[src/rtl/mips_debug_unit.sv]
// UART command front-end for the MIPS core: program load into instruction memory,
// run/single-step clock gating, core reset, and PC/register-file dump over TX.
module mips_debug_unit #(
  parameter int unsigned IMEM_ADDR_W = 8,
  parameter logic [7:0]  ABORT_BYTE  = 8'h58
) (
  input  logic                   Clock,
  input  logic                   Reset,
  input  logic [7:0]             RxData,
  input  logic                   RxValid,
  output logic [7:0]             TxData,
  output logic                   TxStart,
  input  logic                   TxBusy,
  output logic                   ImemWrEn,
  output logic [IMEM_ADDR_W-1:0] ImemWrAddr,
  output logic [31:0]            ImemWrData,
  output logic                   CpuEnable,
  output logic                   CpuReset,
  output logic [4:0]             DbgRegAddr,
  input  logic [31:0]            DbgRegData,
  input  logic [31:0]            PCResult,
  input  logic                   Halted,
  output logic                   Busy
);

  typedef enum logic [3:0] {
    IDLE, LD_CNT, LD_BYTE, LD_DONE, RUN, STEP, DUMP_LOAD, DUMP_SEND, DUMP_WAIT
  } state_t;

  state_t                 state, state_n;
  logic [IMEM_ADDR_W-1:0] load_addr, load_addr_n;
  logic [8:0]             words_left, words_left_n;
  logic [1:0]             byte_cnt, byte_cnt_n;
  logic [23:0]            byte_buf, byte_buf_n;
  logic [31:0]            word, word_n;
  logic [5:0]             dump_idx, dump_idx_n;
  logic [1:0]             byte_sel, byte_sel_n;
  logic                   skip, skip_n;

  logic [7:0]             tx_data_n;
  logic                   tx_start_n, wr_en_n, cpu_en_n, cpu_rst_n;
  logic [IMEM_ADDR_W-1:0] wr_addr_n;
  logic [31:0]            wr_data_n;
  logic [4:0]             dbg_addr_n;

  always_comb begin
    state_n      = state;
    load_addr_n  = load_addr;
    words_left_n = words_left;
    byte_cnt_n   = byte_cnt;
    byte_buf_n   = byte_buf;
    word_n       = word;
    dump_idx_n   = dump_idx;
    byte_sel_n   = byte_sel;
    skip_n       = skip;
    tx_data_n    = TxData;
    tx_start_n   = 1'b0;
    wr_en_n      = 1'b0;
    wr_addr_n    = ImemWrAddr;
    wr_data_n    = ImemWrData;
    cpu_en_n     = 1'b0;
    cpu_rst_n    = 1'b0;
    dbg_addr_n   = DbgRegAddr;

    unique case (state)
      IDLE: begin
        if (RxValid) begin
          case (RxData)
            8'h4C: state_n = LD_CNT;
            8'h43: begin
              if (Halted) begin
                state_n = DUMP_LOAD;
              end else begin
                state_n  = RUN;
                cpu_en_n = 1'b1;
              end
            end
            8'h53: begin
              state_n  = STEP;
              cpu_en_n = 1'b1;
            end
            8'h52:   cpu_rst_n = 1'b1;
            default: ;
          endcase
        end
      end

      LD_CNT: begin
        if (RxValid) begin
          words_left_n = (RxData == 8'h00) ? 9'd256 : {1'b0, RxData};
          load_addr_n  = '0;
          byte_cnt_n   = '0;
          state_n      = LD_BYTE;
        end
      end

      // Bytes shift in from the top so the first byte lands in bits [7:0].
      LD_BYTE: begin
        if (RxValid) begin
          if (byte_cnt == 2'd3) begin
            wr_en_n      = 1'b1;
            wr_addr_n    = load_addr;
            wr_data_n    = {RxData, byte_buf};
            load_addr_n  = load_addr + 1'b1;
            words_left_n = words_left - 9'd1;
            byte_cnt_n   = '0;
            if (words_left == 9'd1) state_n = LD_DONE;
          end else begin
            byte_buf_n = {RxData, byte_buf[23:8]};
            byte_cnt_n = byte_cnt + 2'd1;
          end
        end
      end

      LD_DONE: begin
        cpu_rst_n = 1'b1;
        state_n   = IDLE;
      end

      RUN: begin
        if (Halted || (RxValid && RxData == ABORT_BYTE)) begin
          state_n = DUMP_LOAD;
        end else begin
          cpu_en_n = 1'b1;
        end
      end

      STEP: state_n = DUMP_LOAD;

      // dump_idx is 0 on entry; word 0 is the PC, word k is register k-1.
      DUMP_LOAD: begin
        word_n     = (dump_idx == 6'd0) ? PCResult : DbgRegData;
        byte_sel_n = '0;
        state_n    = DUMP_SEND;
      end

      DUMP_SEND: begin
        if (!TxBusy) begin
          tx_data_n  = word[{byte_sel, 3'b000} +: 8];
          tx_start_n = 1'b1;
          skip_n     = 1'b1;
          state_n    = DUMP_WAIT;
        end
      end

      // The first wait cycle is skipped because TxBusy only rises after TxStart.
      DUMP_WAIT: begin
        if (skip) begin
          skip_n = 1'b0;
        end else if (!TxBusy) begin
          if (byte_sel == 2'd3) begin
            if (dump_idx == 6'd32) begin
              dump_idx_n = '0;
              state_n    = IDLE;
            end else begin
              dump_idx_n = dump_idx + 6'd1;
              dbg_addr_n = dump_idx[4:0];
              state_n    = DUMP_LOAD;
            end
          end else begin
            byte_sel_n = byte_sel + 2'd1;
            state_n    = DUMP_SEND;
          end
        end
      end

      default: state_n = IDLE;
    endcase
  end

  always_ff @(posedge Clock) begin
    if (Reset) begin
      state      <= IDLE;
      load_addr  <= '0;
      words_left <= '0;
      byte_cnt   <= '0;
      byte_buf   <= '0;
      word       <= '0;
      dump_idx   <= '0;
      byte_sel   <= '0;
      skip       <= 1'b0;
      TxData     <= '0;
      TxStart    <= 1'b0;
      ImemWrEn   <= 1'b0;
      ImemWrAddr <= '0;
      ImemWrData <= '0;
      CpuEnable  <= 1'b0;
      CpuReset   <= 1'b1;
      DbgRegAddr <= '0;
      Busy       <= 1'b0;
    end else begin
      state      <= state_n;
      load_addr  <= load_addr_n;
      words_left <= words_left_n;
      byte_cnt   <= byte_cnt_n;
      byte_buf   <= byte_buf_n;
      word       <= word_n;
      dump_idx   <= dump_idx_n;
      byte_sel   <= byte_sel_n;
      skip       <= skip_n;
      TxData     <= tx_data_n;
      TxStart    <= tx_start_n;
      ImemWrEn   <= wr_en_n;
      ImemWrAddr <= wr_addr_n;
      ImemWrData <= wr_data_n;
      CpuEnable  <= cpu_en_n;
      CpuReset   <= cpu_rst_n;
      DbgRegAddr <= dbg_addr_n;
      Busy       <= (state_n != IDLE);
    end
  end

endmodule
[config.mk]
export PLATFORM = sky130hd
export DESIGN_NAME = mips_debug_unit
export DESIGN_NICKNAME = d
export VERILOG_FILES = /design/src/rtl/mips_debug_unit.sv
export SDC_FILE = /design/constraint.sdc
export NUM_CORES = 1
export LEC_CHECK = 0
export ABC_AREA = 1
export BUFFER_PORTS_ARGS = -buffer_cell sky130_fd_sc_hd__buf_2
export CAP_MARGIN = 0
export CORE_ASPECT_RATIO = 1.25
export CORE_UTILIZATION = 50
export CTS_CLUSTER_SIZE = 8
export DETAILED_ROUTE_END_ITERATION = 7
export GPL_ROUTABILITY_DRIVEN = 0
export PLACE_DENSITY = 0.75
export SYNTH_ARGS = -nofsm -noshare
export SYNTH_HDL_FRONTEND = slang
export SYNTH_SLANG_ARGS = --single-unit
[constraint.sdc]
create_clock -name Clock -period 1.86 [get_ports Clock]
set_input_delay 0.372 -clock Clock [delete_from_list [all_inputs] [get_ports Clock]]
set_output_delay 0.372 -clock Clock [all_outputs]
set_load 0.01 [all_outputs]
==> summary.txt <==
Route
  • Violation count after the first detailed-route iteration: 207
  • Detailed-route DRC error count: 0
  • Via density per instance: 5.084
  • Via total after detailed routing: 6,080
  • First-pass iteration count of the detailed router: 5
  • Routed wire length: 15,570 um
  • Residual antenna-violating net count after detailed routing: 0
  • DR WL/cell: 13.02 um

Floorplan
  • Die Width: 103.6 um
  • Cell Rows: 46
  • I/O pins: 135
  • Area enclosed by the die boundary: 13,350 um2
  • Initial core utilization: 51.14%
  • Placeable core region: 12,600 um2
  • Die span in y: 128.9 um

STA
  • Final worst setup slack: 0.1463 ns
  • Unrepaired setup endpoints after global routing: false
  • Final Skew: 0.01379 ns
  • Max frequency: 0.5835 GHz
  • Sum Neg Setup Slack: 0 ns
  • Worst Tran Pin Value: 0.5303 ns
  • Count of final setup violators: 0
  • Max transition margin: 64.59%
  • Number of max-slew violations in the final report: 0
  • Count of endpoints failing hold in the final timing report: 0
  • Final clock period utilization by the worst path: 92.13%
  • Fin crit period: 1.714 ns

Synth
  • #FFs+latches synth: 146
  • Fraction of the yosys area taken by sequential cells: 45.34%
  • Area of the mapped netlist: 6446 um2
  • Share of synthesized flip-flops with an asynchronous set or reset: 0%
  • Synth Net Count: 980
  • Post-synth EDFFs: 0
  • Number of standard cells after synthesis: 896
  • Avg Inst Size Synth: 7.194 um2
  • Flip-flop cell with the highest count after synthesis: sky130_fd_sc_hd__dfxtp_1
  • Number of warning messages in the yosys log: 0
  • Unique cell type count in the Yosys netlist: 35

Power
  • Share of total power in combinational logic: 3.4%
  • Switching power: 1.591 mW
  • Leakage power of the design: 3.780 nW
  • Areal power density over the cells: 838.0 nW/um2
  • Maximum ir drop on the vdd rail: 0.6321 mV
  • Internal Power: 4.995 mW
  • Part of the power in registers: 47.5%
  • Part of the power in the clock network: 49.1%
  • Switching share of power: 24.16%

Place
  • Cell Area, Placed: 7283 um2
  • Cell total after placement: 1,164
  • Worst slack at placement: 0.1739 ns
  • Port Buf Inserts: 134
  • HPWL after DPL: 11,070 um

Final layout
  • Post-route standard cell area excluding fillers: 7860 um2
  • Area Overhead vs Synth: 21.93%
  • NumNets Final: 1,099
  • Fraction of final layout cells with drive strength greater than 1: 19.36%
  • Final non-filler cell total: 1,196
  • Diode insertion count for antenna repair: 0

Global route
  • Initial antenna violation count: 0
  • Pin count of the biggest net entering global routing: 51
  • Gr usage total: 23.68%
  • Total congestion overflow after global routing: 0
  • Wire length of the first global-routing pass: 25,370 um
  • Via count of the first global-routing pass: 5,335

Setup path
  • Number of cells on the worst reg-to-reg path: 7
  • Worst reg-to-reg setup slack: 0.15 ns
  • Reg-to-reg startpoint: state[1]$_SDFF_PP0_
  • Critical Setup Path Class: register to register
  • Critical path endpoint category: register
  • Worst Path Required: 2.20 ns
  • Max FO, Critical Path: 50
  • Signal arrival time at the worst endpoint: 2.05 ns
  • End of the worst register-to-register path: ImemWrData[27]$_SDFFE_PP0P_
  • CP startpoint kind: register

Hold path
  • Class of the most critical hold timing path: primary input to register
  • Hold Path Depth: 3
  • Worst Hold Endpoint: words_left[5]$_SDFFE_PP0P_
  • Source of the worst hold timing path: RxData[5]

Run
  • Reported max-cap violation count: 0

Clock network
  • CTS root buffer: sky130_fd_sc_hd__clkbuf_16
  • TritonCTS clock tree: done
  • Clock transition at the register clock pins on the worst setup and hold paths after CTS: 0.06 ns
  • H-tree lvl count: 4
  • Number of CTS-inserted buffers: 17
  • Post-CTS Setup Repair Bufs: 0
  • Total clock sinks: 146
  • Latest clock arrival within the worst-skew pair: 0.42 ns
  • Max Root-Sink Buffers: 2

Run status
  • Status: finished clean
## cell usage after synthesis, drive strengths merged, types with 11 or more instances
master / count / share of area, %
a31oi: 11 / 1.1
buf: 20 / 2.0
dfxtp: 146 / 45
o211ai: 33 / 3.8
o21ai: 85 / 6.6
nor2: 147 / 9.2
a21oi: 60 / 4.7
nor3: 14 / 1.1
clkbuf: 30 / 1.7
nand3: 54 / 4.2
inv: 79 / 4.6
nand2: 179 / 11
## how the worst max path moves through the flow
stage          slack (ns)                           to                start
6_report             0.15  ImemWrData[27]$_SDFFE_PP0P_  state[1]$_SDFF_PP0_
5_1_grt              0.03  ImemWrData[14]$_SDFFE_PP0P_  state[1]$_SDFF_PP0_
4_1_cts              0.16     byte_cnt[0]$_SDFFE_PP0P_  state[1]$_SDFF_PP0_
3_5_place_dp         0.17    byte_buf[23]$_SDFFE_PP0P_  state[1]$_SDFF_PP0_
3_3_place_gp         0.24     byte_cnt[0]$_SDFFE_PP0P_  state[1]$_SDFF_PP0_
2_1_floorplan        0.42          CpuReset$_SDFF_PP1_                Reset
## timing repair
action	in CTS	in global routing
hold buffers	0	0
resized for setup	0	2
endpoints found under the setup margin	0	6
## power groups by stage
stage	Combinational [mW]	Sequential [mW]	Clock [mW]
floorplan	0.0937	3.20	0
detailed placement	0.221	3.20	0
finish	0.223	3.13	3.23
global route	0.244	3.13	3.41
CTS	0.222	3.13	3.28
global placement	0.221	3.20	0
## through the flow
stage	hold WS [ns]	utilization [%]	power, mW
CTS	0.2524	62.34	6.633
finish	0.2589	62.36	6.587
global placement	0.4508	57.78	3.422
floorplan	0.4289	-	3.295
global route	0.2658	62.36	6.779
detailed placement	0.4510	57.78	3.422
## cell families (layout without fill, tap and decap cells)
logic type / after synthesis / after routing / share of synthesized area [%]
simple gates: 401 / 401 / 25.93
compound gates: 202 / 202 / 17.78
flops: 146 / 146 / 45.34
buf+inv: 132 / 264 / 8.502
xor+xnor: 8 / 8 / 1.087
fa+ha+maj: 7 / 7 / 1.359
## placed cells by master, fill, tap and decap left out, types with 11 or more instances in the layout
cell type	count
sky130_fd_sc_hd__inv_1	73
sky130_fd_sc_hd__a21oi_1	60
sky130_fd_sc_hd__o21ai_0	84
sky130_fd_sc_hd__buf_2	134
sky130_fd_sc_hd__dfxtp_1	146
sky130_fd_sc_hd__nor2_1	141
sky130_fd_sc_hd__a31oi_1	11
sky130_fd_sc_hd__o211ai_1	33
sky130_fd_sc_hd__nand3_1	54
sky130_fd_sc_hd__nor3_1	14
sky130_fd_sc_hd__clkbuf_16	17
sky130_fd_sc_hd__nand2_1	175
## state kept, by name, summed over array words and instances (netlist names), 4 cells and up
name	count
DbgRegAddr	5
ImemWrAddr	8
ImemWrData	32
TxData	8
byte_buf	24
dump_idx	6
load_addr	8
state	4
word	32
words_left	9
## critical path, stage by stage, from the launching register on
cell	delay, ns
sky130_fd_sc_hd__dfxtp_1	0.45
sky130_fd_sc_hd__inv_2	0.07
sky130_fd_sc_hd__nor2_4	0.11
sky130_fd_sc_hd__nand2_4	0.16
sky130_fd_sc_hd__nor2_8	0.14
sky130_fd_sc_hd__buf_4	0.38
sky130_fd_sc_hd__o21ai_0	0.18
sky130_fd_sc_hd__a21oi_1	0.15
## routing by layer
| layer | share of wire [%] | GRT usage [%] | up-vias | wire length, um |
|---|---|---|---|---|
| met3 | 4.5 | 5.522 | 23 | 706 |
| li1 | - | - | 3182 | - |
| met4 | 2.2 | 8.610 | 0 | 336 |
| met2 | 50 | 41.89 | 156 | 7833 |
| met5 | 0 | 0 | - | 0 |
| met1 | 43 | 28.13 | 2719 | 6695 |
## area by class of cell
type | instances | area [um2]
multi-input cells | 618 | 2975
flip-flops and latches | 146 | 2923
inverters | 82 | 311.5
clock buffers | 17 | 425.4
well taps | 168 | 210.2
repair buffers | 150 | 865.8
fillers | 1199 | 4745
clock inverters | 15 | 148.9
(Power assumes the default switching activity.)
